[src/rtl/systolic_skew_feeder_pkg.sv]
// systolic_pkg: shared state type and default sizes for the systolic skew feeder
package systolic_pkg;
  typedef enum logic [1:0] {IDLE, STREAM, FLUSH} feeder_state_t;
  localparam int REG_WIDTH_DEF = 16;
  localparam int MESH_N_DEF = 4;
endpackage

[src/rtl/systolic_skew_feeder_skew_delay_line.sv]
// skew_delay_line: DEPTH-stage data+valid shift register with synchronous active-low clear
module skew_delay_line import systolic_pkg::*; #(
  parameter int REG_WIDTH = REG_WIDTH_DEF,
  parameter int DEPTH = 1
) (
  input  logic                 clk,
  input  logic                 rst_n,
  input  logic [REG_WIDTH-1:0] data_i,
  input  logic                 valid_i,
  output logic [REG_WIDTH-1:0] data_o,
  output logic                 valid_o
);
  logic [DEPTH-1:0][REG_WIDTH-1:0] data_q;
  logic [DEPTH-1:0]                valid_q;
  // advance every stage each cycle; clear wipes the whole line
  always_ff @(posedge clk) begin
    if (!rst_n) begin
      data_q  <= '0;
      valid_q <= '0;
    end else begin
      data_q[0]  <= data_i;
      valid_q[0] <= valid_i;
      for (int s = 1; s < DEPTH; s++) begin
        data_q[s]  <= data_q[s-1];
        valid_q[s] <= valid_q[s-1];
      end
    end
  end
  assign data_o  = data_q[DEPTH-1];
  assign valid_o = valid_q[DEPTH-1];
endmodule

[src/rtl/systolic_skew_feeder.sv]
// systolic_skew_feeder: diagonal-skew edge feeder for the PE mesh; SKEW_FEEDER_BUBBLE_CNT_EN adds bubble_cnt
module systolic_skew_feeder import systolic_pkg::*; #(
  parameter int REG_WIDTH = REG_WIDTH_DEF,
  parameter int N = MESH_N_DEF
) (
  input  logic                   clk,
  input  logic                   rst_n,
  input  logic                   in_valid,
  output logic                   in_ready,
  input  logic [N*REG_WIDTH-1:0] in_data,
  input  logic                   in_last,
  output logic [REG_WIDTH-1:0]   edge_data [N-1:0],
  output logic [N-1:0]           edge_valid,
  output logic                   busy,
  output logic                   done
`ifdef SKEW_FEEDER_BUBBLE_CNT_EN
  ,
  output logic [15:0]            bubble_cnt
`endif
);
  localparam int CW = $clog2(N);
  feeder_state_t state_q, state_d;
  logic [CW-1:0] cnt_q, cnt_d;
  logic          accept;
  assign accept = in_valid && in_ready;
  // state and flush counter registers
  always_ff @(posedge clk) begin
    if (!rst_n) begin
      state_q <= IDLE;
      cnt_q   <= '0;
    end else begin
      state_q <= state_d;
      cnt_q   <= cnt_d;
    end
  end
  // next state: a last beat starts an N-cycle flush so lane N-1 drains completely
  always_comb begin
    state_d = state_q;
    cnt_d   = cnt_q;
    unique case (state_q)
      IDLE, STREAM: begin
        state_d = accept ? (in_last ? FLUSH : STREAM) : state_q;
        cnt_d   = accept ? CW'(N-1) : cnt_q;
      end
      FLUSH: begin
        state_d = (cnt_q == '0) ? IDLE : FLUSH;
        cnt_d   = (cnt_q == '0) ? '0 : cnt_q - 1'b1;
      end
      default: state_d = IDLE;
    endcase
  end
  // handshake and status outputs; nothing is accepted while in reset
  always_comb begin
    in_ready = rst_n && (state_q != FLUSH);
    busy     = state_q != IDLE;
    done     = rst_n && (state_q == FLUSH) && (cnt_q == '0);
  end
  for (genvar i = 0; i < N; i++) begin : g_lane
    skew_delay_line #(.REG_WIDTH(REG_WIDTH), .DEPTH(i+1)) u_line (
      .clk     (clk),
      .rst_n   (rst_n),
      .data_i  (accept ? in_data[i*REG_WIDTH +: REG_WIDTH] : '0),
      .valid_i (accept),
      .data_o  (edge_data[i]),
      .valid_o (edge_valid[i])
    );
  end
`ifdef SKEW_FEEDER_BUBBLE_CNT_EN
  logic [15:0] bubble_cnt_q, bubble_cnt_d;
  // count beatless STREAM cycles, saturating, restarting with each tile
  always_comb begin
    bubble_cnt_d = (state_q == IDLE && accept) ? '0 :
                   (state_q == STREAM && !in_valid && bubble_cnt_q != 16'hFFFF) ? bubble_cnt_q + 16'd1 :
                   bubble_cnt_q;
  end
  // bubble counter register
  always_ff @(posedge clk) begin
    if (!rst_n) bubble_cnt_q <= '0;
    else bubble_cnt_q <= bubble_cnt_d;
  end
  assign bubble_cnt = bubble_cnt_q;
`endif
endmodule

[config.mk]
export PLATFORM = sky130hd
export DESIGN_NAME = systolic_skew_feeder
export DESIGN_NICKNAME = d
export VERILOG_FILES = /design/src/rtl/systolic_skew_feeder_pkg.sv /design/src/rtl/systolic_skew_feeder_skew_delay_line.sv /design/src/rtl/systolic_skew_feeder.sv
export SDC_FILE = /design/constraint.sdc
export NUM_CORES = 1
export LEC_CHECK = 0
export CORE_MARGIN = 4
export CORE_UTILIZATION = 43
export DETAILED_ROUTE_END_ITERATION = 10
export PLACE_DENSITY = 0.73
export SLEW_MARGIN = 5
export SYNTH_ARGS = -nofsm -noshare
export SYNTH_HDL_FRONTEND = slang
export SYNTH_SLANG_ARGS = --single-unit
[constraint.sdc]
create_clock -name clk -period 1.6 [get_ports clk]
set_input_delay 0.16 -clock clk [delete_from_list [all_inputs] [get_ports clk]]
set_output_delay 0.16 -clock clk [all_outputs]
set_load 0.05 [all_outputs]
==> flow_summary.html, run 1 <==
<table>
<tr><th>Metric</th><th>Value</th></tr>
<tr><th colspan="2">Critical path</th></tr>
<tr><td>Endpoint kind of the worst setup timing path</td><td>output pin</td></tr>
<tr><td>Cell-by-cell listing of the critical path</td><td>nand2b_2, nor4_4, buf_12</td></tr>
<tr><td>Max stage delay cell, worst path</td><td>sky130_fd_sc_hd__dfxtp_1</td></tr>
<tr><td>Path type of the worst setup path</td><td>flip-flop to output pin</td></tr>
<tr><td>Required time at the endpoint of the critical path</td><td>around 1400 ps</td></tr>
<tr><td>Crit start category</td><td>flip-flop</td></tr>
<tr><td>Peak fanout along the critical path</td><td>5</td></tr>
<tr><td>WP data arrival</td><td>between 1000 and 1500 ps</td></tr>
<tr><td>Buffers plus inverters on the worst setup path</td><td>1</td></tr>
<tr><td>Delay-heaviest family, CP</td><td>simple AND/OR/NAND/NOR gates</td></tr>
<tr><td>Critical Path Max Stage Delay</td><td>350 ps</td></tr>
<tr><th colspan="2">STA</th></tr>
<tr><td>Setup repair after global routing missed its margin</td><td>false</td></tr>
<tr><td>Minimum period implied by the final worst setup slack</td><td>~1600 ps</td></tr>
<tr><td>Sum of negative setup slack</td><td>0 ps</td></tr>
<tr><td>Number of hold-slack violations in the final timing report</td><td>0</td></tr>
<tr><td>Ratio of final minimum period to clock period</td><td>97.1%</td></tr>
<tr><td>Worst-case hold slack</td><td>about 140 ps</td></tr>
<tr><td>Fmax achieved</td><td>644 MHz</td></tr>
<tr><td>Slew at the pin closest to its max-slew limit</td><td>a little under 500 ps</td></tr>
<tr><td>Count of final setup violators</td><td>0</td></tr>
<tr><td>Final setup skew</td><td>7.86 ps</td></tr>
<tr><td>Max-slew violations</td><td>0</td></tr>
<tr><td>Tightest slew margin relative to the limit</td><td>67.6%</td></tr>
<tr><th colspan="2">Synth</th></tr>
<tr><td>Post-synth top cells</td><td>sky130_fd_sc_hd__dfxtp_1 (168), sky130_fd_sc_hd__and2_1 (164), sky130_fd_sc_hd__buf_4 (52)</td></tr>
<tr><td>Number of storage elements in the synthesis netlist</td><td>168</td></tr>
<tr><td>Instance count of the mapped netlist</td><td>421</td></tr>
<tr><td>EDFF count, synth</td><td>0</td></tr>
<tr><td>Count of distinct cell types in the synthesized netlist</td><td>20</td></tr>
<tr><td>Fraction of registers with async set/reset</td><td>0%</td></tr>
<tr><td>Net count of the mapped netlist</td><td>489</td></tr>
<tr><td>Syn. warnings</td><td>0</td></tr>
<tr><td>Yosys top cell area share</td><td>between 60% and 70%</td></tr>
<tr><td>Most common cell in the synthesized netlist</td><td>sky130_fd_sc_hd__dfxtp_1</td></tr>
<tr><td>Cell types occupying the most area after synthesis</td><td>sky130_fd_sc_hd__dfxtp_1 (67%), sky130_fd_sc_hd__and2_1 (20%), sky130_fd_sc_hd__buf_4 (7.8%)</td></tr>
<tr><td>Commonest register cell after synthesis</td><td>sky130_fd_sc_hd__dfxtp_1</td></tr>
<tr><td>Dominant cell type by area after synthesis</td><td>sky130_fd_sc_hd__dfxtp_1</td></tr>
<tr><td>Portion of the post-synthesis area used by sequential elements</td><td>67.2%</td></tr>
<tr><td>Syn Std Cell Area</td><td>between 0.005 and 0.006 mm²</td></tr>
<tr><td>Mean cell area of the mapped netlist</td><td>11.9 µm²</td></tr>
<tr><th colspan="2">Flow run</th></tr>
<tr><td>Count of maximum capacitance violations</td><td>0</td></tr>
<tr><th colspan="2">Clock tree</th></tr>
<tr><td>Register clock-pin slew on the reported worst setup and hold paths</td><td>70 ps</td></tr>
<tr><td>Count of clock tree sinks</td><td>168</td></tr>
<tr><td>CTS H-tree lvls</td><td>4</td></tr>
<tr><td>Buffer count from post-CTS setup fixing</td><td>0</td></tr>
<tr><td>TritonCTS Buffers</td><td>17</td></tr>
<tr><td>Clock network latency to the later pin of the worst-skew pair</td><td>400 ps</td></tr>
<tr><td>Worst-case clock buffer depth</td><td>2</td></tr>
<tr><td>CTS tree</td><td>built</td></tr>
<tr><td>Clock root buffer</td><td>sky130_fd_sc_hd__clkbuf_16</td></tr>
<tr><th colspan="2">Layout</th></tr>
<tr><td>Synthesis-to-finish area growth</td><td>31.9%</td></tr>
<tr><td>Number of filler cells placed in the layout</td><td>roughly 960</td></tr>
<tr><td>Count of non-filler cells in the finished layout</td><td>668</td></tr>
<tr><td>Post-route design area</td><td>around 0.0066 mm²</td></tr>
<tr><td>Diode count</td><td>0</td></tr>
<tr><td>Final layout net count</td><td>580</td></tr>
<tr><td>Fraction of final layout cells sized beyond drive strength 1</td><td>20.2%</td></tr>
<tr><th colspan="2">Detailed routing</th></tr>
<tr><td>Post-route ant nets</td><td>0</td></tr>
<tr><td>DR pass1 iterations</td><td>4</td></tr>
<tr><td>Final routed wire length divided by cell count</td><td>around 11 µm</td></tr>
<tr><td>Number of remaining DRC errors</td><td>0</td></tr>
<tr><td>Vias</td><td>2701</td></tr>
<tr><td>Initial drt markers</td><td>71</td></tr>
<tr><td>Total wirelength of the detailed-routed design</td><td>7.47 mm</td></tr>
<tr><td>Routed via count divided by cell count</td><td>4.04</td></tr>
<tr><th colspan="2">Power</th></tr>
<tr><td>Worst-case vdd ir drop</td><td>just under 0.7 mV</td></tr>
<tr><td>Fraction of power spent switching nets</td><td>between 20% and 30%</td></tr>
<tr><td>Sequential cell fraction of total power</td><td>47.6%</td></tr>
<tr><td>Logic pwr share</td><td>around 6.4%</td></tr>
<tr><td>Power density over the cells</td><td>around 1400 mW/mm²</td></tr>
<tr><td>Leak pwr</td><td>roughly 2.9 nW</td></tr>
<tr><td>Part of the power in the clock network</td><td>46.0%</td></tr>
<tr><td>Internal power summed over all cells</td><td>7.13 mW</td></tr>
<tr><td>Overall power consumption</td><td>9.15 mW</td></tr>
<tr><td>Net switching power</td><td>about 2.0 mW</td></tr>
<tr><th colspan="2">Place</th></tr>
<tr><td>Placer congestion estimate</td><td>0.688</td></tr>
<tr><td>Port Buffer Count</td><td>138</td></tr>
<tr><td>Hpwl dp</td><td>5.28 mm</td></tr>
<tr><td>Placed cell count</td><td>636</td></tr>
<tr><td>Area of placed instances</td><td>0.00597 mm²</td></tr>
<tr><th colspan="2">Floorplanning</th></tr>
<tr><td>Area of the placeable core</td><td>roughly 0.011 mm²</td></tr>
<tr><td>Initial standard-cell utilization of the core</td><td>about 44%</td></tr>
<tr><td>Rows</td><td>39</td></tr>
<tr><td>Full die area</td><td>roughly 0.013 mm²</td></tr>
<tr><td>Number of top-level design ports</td><td>approximately 140</td></tr>
<tr><td>Die height</td><td>116 µm</td></tr>
<tr><td>Die Span X</td><td>roughly 120 µm</td></tr>
<tr><th colspan="2">Global route</th></tr>
<tr><td>Global-route wire length before repair</td><td>11.8 mm</td></tr>
<tr><td>Global-route congestion overflow total</td><td>0</td></tr>
<tr><td>GRT Overall Usage</td><td>11.5%</td></tr>
<tr><td>Antenna violations before repair</td><td>0</td></tr>
<tr><td>Pin count of the biggest net entering global routing</td><td>between 50 and 60</td></tr>
<tr><td>Via count of the first global-routing pass</td><td>2672</td></tr>
<tr><th colspan="2">Hold path</th></tr>
<tr><td>Worst Hold Class</td><td>primary input to flip-flop</td></tr>
<tr><th colspan="2">Run status</th></tr>
<tr><td>Run status</td><td>complete, no violations</td></tr>
</table>
## flip-flops by register name, summed over array words and instances (netlist names)
name                   flops
g_lane.u_line.valid_q      4
g_lane.u_line.data_o      64
cnt_q                      2
g_lane.u_line.data_q      96
state_q                    2
## power by group through the flow
stage,registers [mW],logic (mW),clock network (mW)
CTS,4.35,0.596,4.34
finish,4.35,0.586,4.21
global route,4.36,0.630,4.54
detailed placement,4.44,0.595,0
global placement,4.44,0.585,0
floorplan,4.50,0.305,0
## per-layer routing
layer | part of all wire, % | global-route usage [%]
met4 | 2.3 | 5.65
met1 | 43 | 13.4
met5 | 0 | 0
met3 | 11 | 5.64
met2 | 45 | 17.7
## through the flow
stage          setup slack (ps)  utilization, %
2_1_floorplan              63.1               -
3_3_place_gp                277            52.3
5_1_grt                    5.64            57.8
4_1_cts                    24.5            57.8
3_5_place_dp                240            52.3
6_report                   46.4            57.8
## worst register-to-register path, delay by kind of cell, from the launching register on
family                 cells  cell delay [ps]
buffers and inverters      1              150
and+or+nand+nor            3              650
DFF                        1              350
## worst paths after layout
path | start | to | slack [ps] | depth (start not counted)
setup / recovery | state_q[0] | done | 50 | 3
hold reg to reg | g_lane[3].u_line.data_q[11] | g_lane[3].u_line.data_q[27] | 430 | 1
hold / removal | rst_n | state_q[1] | 140 | 3
setup reg to reg | state_q[0] | g_lane[2].u_line.data_q[13] | 330 | 4
## timing repair
item | in CTS | in global routing
pin swaps | 0 | 0
resized for setup | 8 | 1
hold buffers | 0 | 0
endpoints found under the setup margin | 8 | 2
## layout make-up
class / instances / area (µm²) / share of cell area (%)
Clock buffer: 17 / 425 / 6.44
Tap cell: 143 / 179 / 2.71
Inverter: 1 / 3.75 / 0.0569
Sequential cell: 168 / 3360 / 51.0
Clock inverter: 15 / 206 / 3.13
Timing Repair Buffer: 142 / 1270 / 19.3
Multi-Input combinational cell: 182 / 1150 / 17.4
## layout by cell type, fill, tap and decap left out, types with 2 or more instances in the layout
master                            count
sky130_fd_sc_hd__dfxtp_1            167
sky130_fd_sc_hd__clkdlybuf4s50_1     66
sky130_fd_sc_hd__buf_4               65
sky130_fd_sc_hd__nor2_1               5
sky130_fd_sc_hd__a21oi_1              2
sky130_fd_sc_hd__and2_1             164
sky130_fd_sc_hd__inv_6                5
sky130_fd_sc_hd__clkbuf_16           17
sky130_fd_sc_hd__dlygate4sd2_1        7
sky130_fd_sc_hd__inv_8                3
sky130_fd_sc_hd__bufinv_16            3
sky130_fd_sc_hd__buf_12               3
sky130_fd_sc_hd__clkinvlp_4           3
## cells by family (layout without fill, tap and decap cells)
group           after synthesis  count (layout)  synth area share [%]
compound gates                5               5                 0.650
buf+inv                      71             175                  10.2
flops                       168             168                  67.2
simple gates                177             177                  22.0
(Power assumes the default switching activity.)
==> inputs of run 2 (changes only) <==
--- a/config.mk
+++ b/config.mk
@@ -7,6 +7,7 @@
 export LEC_CHECK = 0
 export CORE_MARGIN = 4
 export CORE_UTILIZATION = 43
+export CTS_BUF_LIST = sky130_fd_sc_hd__clkbuf_2
 export DETAILED_ROUTE_END_ITERATION = 10
 export PLACE_DENSITY = 0.73
 export SLEW_MARGIN = 5
==> run 2 against run 1 <==
- cell count increased by 10%
- critical path depth up 1
- the flow now finishes with violations (negative setup slack)
- maximum frequency shrank 12%
- routed wire length rose by 14%
- via count up 9.7%
- register-to-register slack got worse by 260 ps
- critical endpoint is now in_ready
- clock skew increased by 24 ps
- flip-flop and latch count stayed put
- total power is 17% lower
==> flow_summary.html, run 2 (same netlist as run 1, synthesis figures left out) <==
<table>
<tr><th>Metric</th><th>Value</th></tr>
<tr><th colspan="2">Run status</th></tr>
<tr><td>Run status</td><td>complete, but fails checks</td></tr>
<tr><td>Violated checks</td><td>negative setup slack</td></tr>
<tr><th colspan="2">STA</th></tr>
<tr><td>Worst-case setup margin in the final layout</td><td>-169 ps</td></tr>
<tr><td>Sum of negative setup slack</td><td>-462 ps</td></tr>
<tr><td>Ratio of final minimum period to clock period</td><td>111%</td></tr>
<tr><td>Fmax achieved</td><td>565 MHz</td></tr>
<tr><td>Number of hold-slack violations in the final timing report</td><td>0</td></tr>
<tr><td>Minimum period implied by the final worst setup slack</td><td>1770 ps</td></tr>
<tr><td>Slew at the pin closest to its max-slew limit</td><td>388 ps</td></tr>
<tr><td>Final setup skew</td><td>~31 ps</td></tr>
<tr><td>Max-slew violations</td><td>0</td></tr>
<tr><td>Tightest slew margin relative to the limit</td><td>74.1%</td></tr>
<tr><td>Count of final setup violators</td><td>3</td></tr>
<tr><td>Setup repair after global routing missed its margin</td><td>true</td></tr>
<tr><th colspan="2">Detailed routing</th></tr>
<tr><td>Metal-1 WL</td><td>3.53 mm</td></tr>
<tr><td>Met2 wire len</td><td>4.21 mm</td></tr>
<tr><td>Vias</td><td>2964</td></tr>
<tr><td>DR pass1 iterations</td><td>3</td></tr>
<tr><td>Max layer used</td><td>met4</td></tr>
<tr><td>Number of remaining DRC errors</td><td>0</td></tr>
<tr><td>Initial drt markers</td><td>73</td></tr>
<tr><td>Post-route ant nets</td><td>0</td></tr>
<tr><td>Routed via count divided by cell count</td><td>4.03</td></tr>
<tr><td>Sum of met3 wire segment lengths after detailed routing</td><td>723 µm</td></tr>
<tr><td>Final routed wire length divided by cell count</td><td>between 10 and 15 µm</td></tr>
<tr><td>Total wirelength of the detailed-routed design</td><td>8.55 mm</td></tr>
<tr><th colspan="2">Global route</th></tr>
<tr><td>Antenna violations before repair</td><td>0</td></tr>
<tr><td>Pin count of the biggest net entering global routing</td><td>58</td></tr>
<tr><td>Via count of the first global-routing pass</td><td>3067</td></tr>
<tr><td>Global-route congestion overflow total</td><td>0</td></tr>
<tr><td>Global-route wire length before repair</td><td>13.8 mm</td></tr>
<tr><td>GRT Overall Usage</td><td>13.4%</td></tr>
<tr><th colspan="2">Clock tree</th></tr>
<tr><td>CTS H-tree lvls</td><td>4</td></tr>
<tr><td>Clock network latency to the later pin of the worst-skew pair</td><td>660 ps</td></tr>
<tr><td>CTS tree</td><td>built</td></tr>
<tr><td>Count of clock tree sinks</td><td>168</td></tr>
<tr><td>Worst-case clock buffer depth</td><td>2</td></tr>
<tr><td>Clock root buffer</td><td>sky130_fd_sc_hd__clkbuf_2</td></tr>
<tr><td>Register clock-pin slew on the reported worst setup and hold paths</td><td>around 250 ps</td></tr>
<tr><td>TritonCTS Buffers</td><td>17</td></tr>
<tr><th colspan="2">Critical path</th></tr>
<tr><td>Peak fanout along the critical path</td><td>2</td></tr>
<tr><td>WP data arrival</td><td>1610 ps</td></tr>
<tr><td>Required time at the endpoint of the critical path</td><td>1440 ps</td></tr>
<tr><td>Path type of the worst setup path</td><td>flip-flop to output pin</td></tr>
<tr><td>Delay-heaviest family, CP</td><td>flip-flops</td></tr>
<tr><td>Buffers plus inverters on the worst setup path</td><td>2</td></tr>
<tr><td>Critical Path Max Stage Delay</td><td>roughly 380 ps</td></tr>
<tr><td>Max stage delay cell, worst path</td><td>sky130_fd_sc_hd__dfxtp_2</td></tr>
<tr><td>Crit start category</td><td>flip-flop</td></tr>
<tr><td>Endpoint kind of the worst setup timing path</td><td>output pin</td></tr>
<tr><td>Cell-by-cell listing of the critical path</td><td>nand2b_4, buf_6, and2_4, buf_12</td></tr>
<tr><th colspan="2">Place</th></tr>
<tr><td>Placer congestion estimate</td><td>0.688</td></tr>
<tr><td>Port Buffer Count</td><td>138</td></tr>
<tr><td>Hpwl dp</td><td>5.28 mm</td></tr>
<tr><th colspan="2">Layout</th></tr>
<tr><td>Register bank with the most flops</td><td>g_lane.u_line.data_q</td></tr>
<tr><td>Fraction of final layout cells sized beyond drive strength 1</td><td>20.6%</td></tr>
<tr><td>Most common library cell in the layout ignoring fill and taps</td><td>sky130_fd_sc_hd__dfxtp_1</td></tr>
<tr><td>Most frequent cells in the layout</td><td>sky130_fd_sc_hd__dfxtp_1 (164), sky130_fd_sc_hd__and2_1 (163), sky130_fd_sc_hd__buf_4 (68)</td></tr>
<tr><td>Final layout net count</td><td>roughly 650</td></tr>
<tr><td>Max FFs per register</td><td>96</td></tr>
<tr><td>Synthesis-to-finish area growth</td><td>38.6%</td></tr>
<tr><td>Diode count</td><td>0</td></tr>
<tr><td>Share of the core filled with cells in the final layout</td><td>60.7%</td></tr>
<tr><th colspan="2">Power</th></tr>
<tr><td>Internal power summed over all cells</td><td>5.68 mW</td></tr>
<tr><td>Leak pwr</td><td>between 3 and 4 nW</td></tr>
<tr><td>Power density over the cells</td><td>about 1100 mW/mm²</td></tr>
<tr><td>Overall power consumption</td><td>7.56 mW</td></tr>
<tr><td>Logic pwr share</td><td>9.8%</td></tr>
<tr><td>Fraction of power spent switching nets</td><td>24.9%</td></tr>
<tr><td>Part of the power in the clock network</td><td>roughly a third</td></tr>
<tr><td>Worst-case vdd ir drop</td><td>about 0.56 mV</td></tr>
<tr><td>Sequential cell fraction of total power</td><td>57.8%</td></tr>
<tr><td>Net switching power</td><td>1.88 mW</td></tr>
<tr><th colspan="2">Flow run</th></tr>
<tr><td>Count of maximum capacitance violations</td><td>0</td></tr>
<tr><th colspan="2">Floorplanning</th></tr>
<tr><td>Rows</td><td>39</td></tr>
<tr><td>Initial standard-cell utilization of the core</td><td>between 40% and 50%</td></tr>
<tr><td>Die Span X</td><td>116 µm</td></tr>
<tr><td>Area of the placeable core</td><td>0.0114 mm²</td></tr>
<tr><td>Full die area</td><td>0.0134 mm²</td></tr>
<tr><td>Number of top-level design ports</td><td>139</td></tr>
<tr><td>Die height</td><td>116 µm</td></tr>
<tr><th colspan="2">Hold path</th></tr>
<tr><td>Worst Hold Class</td><td>primary input to flip-flop</td></tr>
</table>
==> run 2: cell types whose count changed in the layout (fill, tap and decap cells not counted), moves of 2 or more <==
cell and change:
sky130_fd_sc_hd__clkbuf_4 +2, sky130_fd_sc_hd__dlygate4sd3_1 +63, sky130_fd_sc_hd__clkbuf_16 -17, sky130_fd_sc_hd__dfxtp_1 -3
sky130_fd_sc_hd__clkbuf_2 +17, sky130_fd_sc_hd__buf_2 +5, sky130_fd_sc_hd__dfxtp_2 +2, sky130_fd_sc_hd__buf_4 +3
sky130_fd_sc_hd__dlygate4sd2_1 -7
==> run 2: per-stage QoR <==
step | hold slack (ps) | setup slack [ps] | cell area, µm² | std cells
6_report | 93.8 | -169 | 6940 | 736
5_1_grt | 11.5 | -314 | 6940 | 736
4_1_cts | 1.76 | -306 | 6880 | 731
2_1_floorplan | 282 | 63.1 | 5010 | 421
3_5_place_dp | 417 | 240 | 5970 | 636
3_3_place_gp | 414 | 277 | 5970 | 636
==> run 2: power by group through the flow <==
stage                     logic (mW)  clock network (mW)  registers, mW
after global routing           0.794                2.75           4.39
after global placement         0.585                   0           4.44
final                          0.741                2.45           4.37
after floorplan                0.305                   0           4.50
after CTS                      0.729                2.56           4.37
after detailed placement       0.595                   0           4.44
==> run 2: cell type report <==
type	count	area, µm²
repair buffers	210	1930
inverters	1	3.75
flip-flops and latches	168	3370
clock buffers	17	85.1
multi-input cells	182	1160
clock inverters	15	206
well taps	143	179
fillers	926	4480
==> run 2: layer usage <==
layer  GRT usage, %  up-vias
met2           22.8      105
met4           5.34        0
li1               -     1545
met1           14.7     1305
met5              0        -
met3           5.85        9
==> run 2: worst paths after layout <==
kind | depth (start not counted) | slack, ps | start | to
max | 4 | -170 | state_q[0] | in_ready
min | 2 | 90 | in_data[33] | g_lane[2].u_line.data_q[1]
max reg2reg | 7 | 70 | state_q[0] | g_lane[3].u_line.data_q[10]
min reg2reg | 1 | 430 | g_lane[2].u_line.data_q[4] | g_lane[2].u_line.data_q[20]
==> run 2: what timing repair did <==
| action | in CTS | in global routing |
|---|---|---|
| resized for setup | 44 | 5 |
| gates cloned | 0 | 0 |
| hold endpoints to repair | 127 | 3 |
| pin swaps | 1 | 1 |
| hold buffers | 60 | 3 |
| setup buffers | 3 | 2 |
| setup endpoints to repair | 10 | 5 |
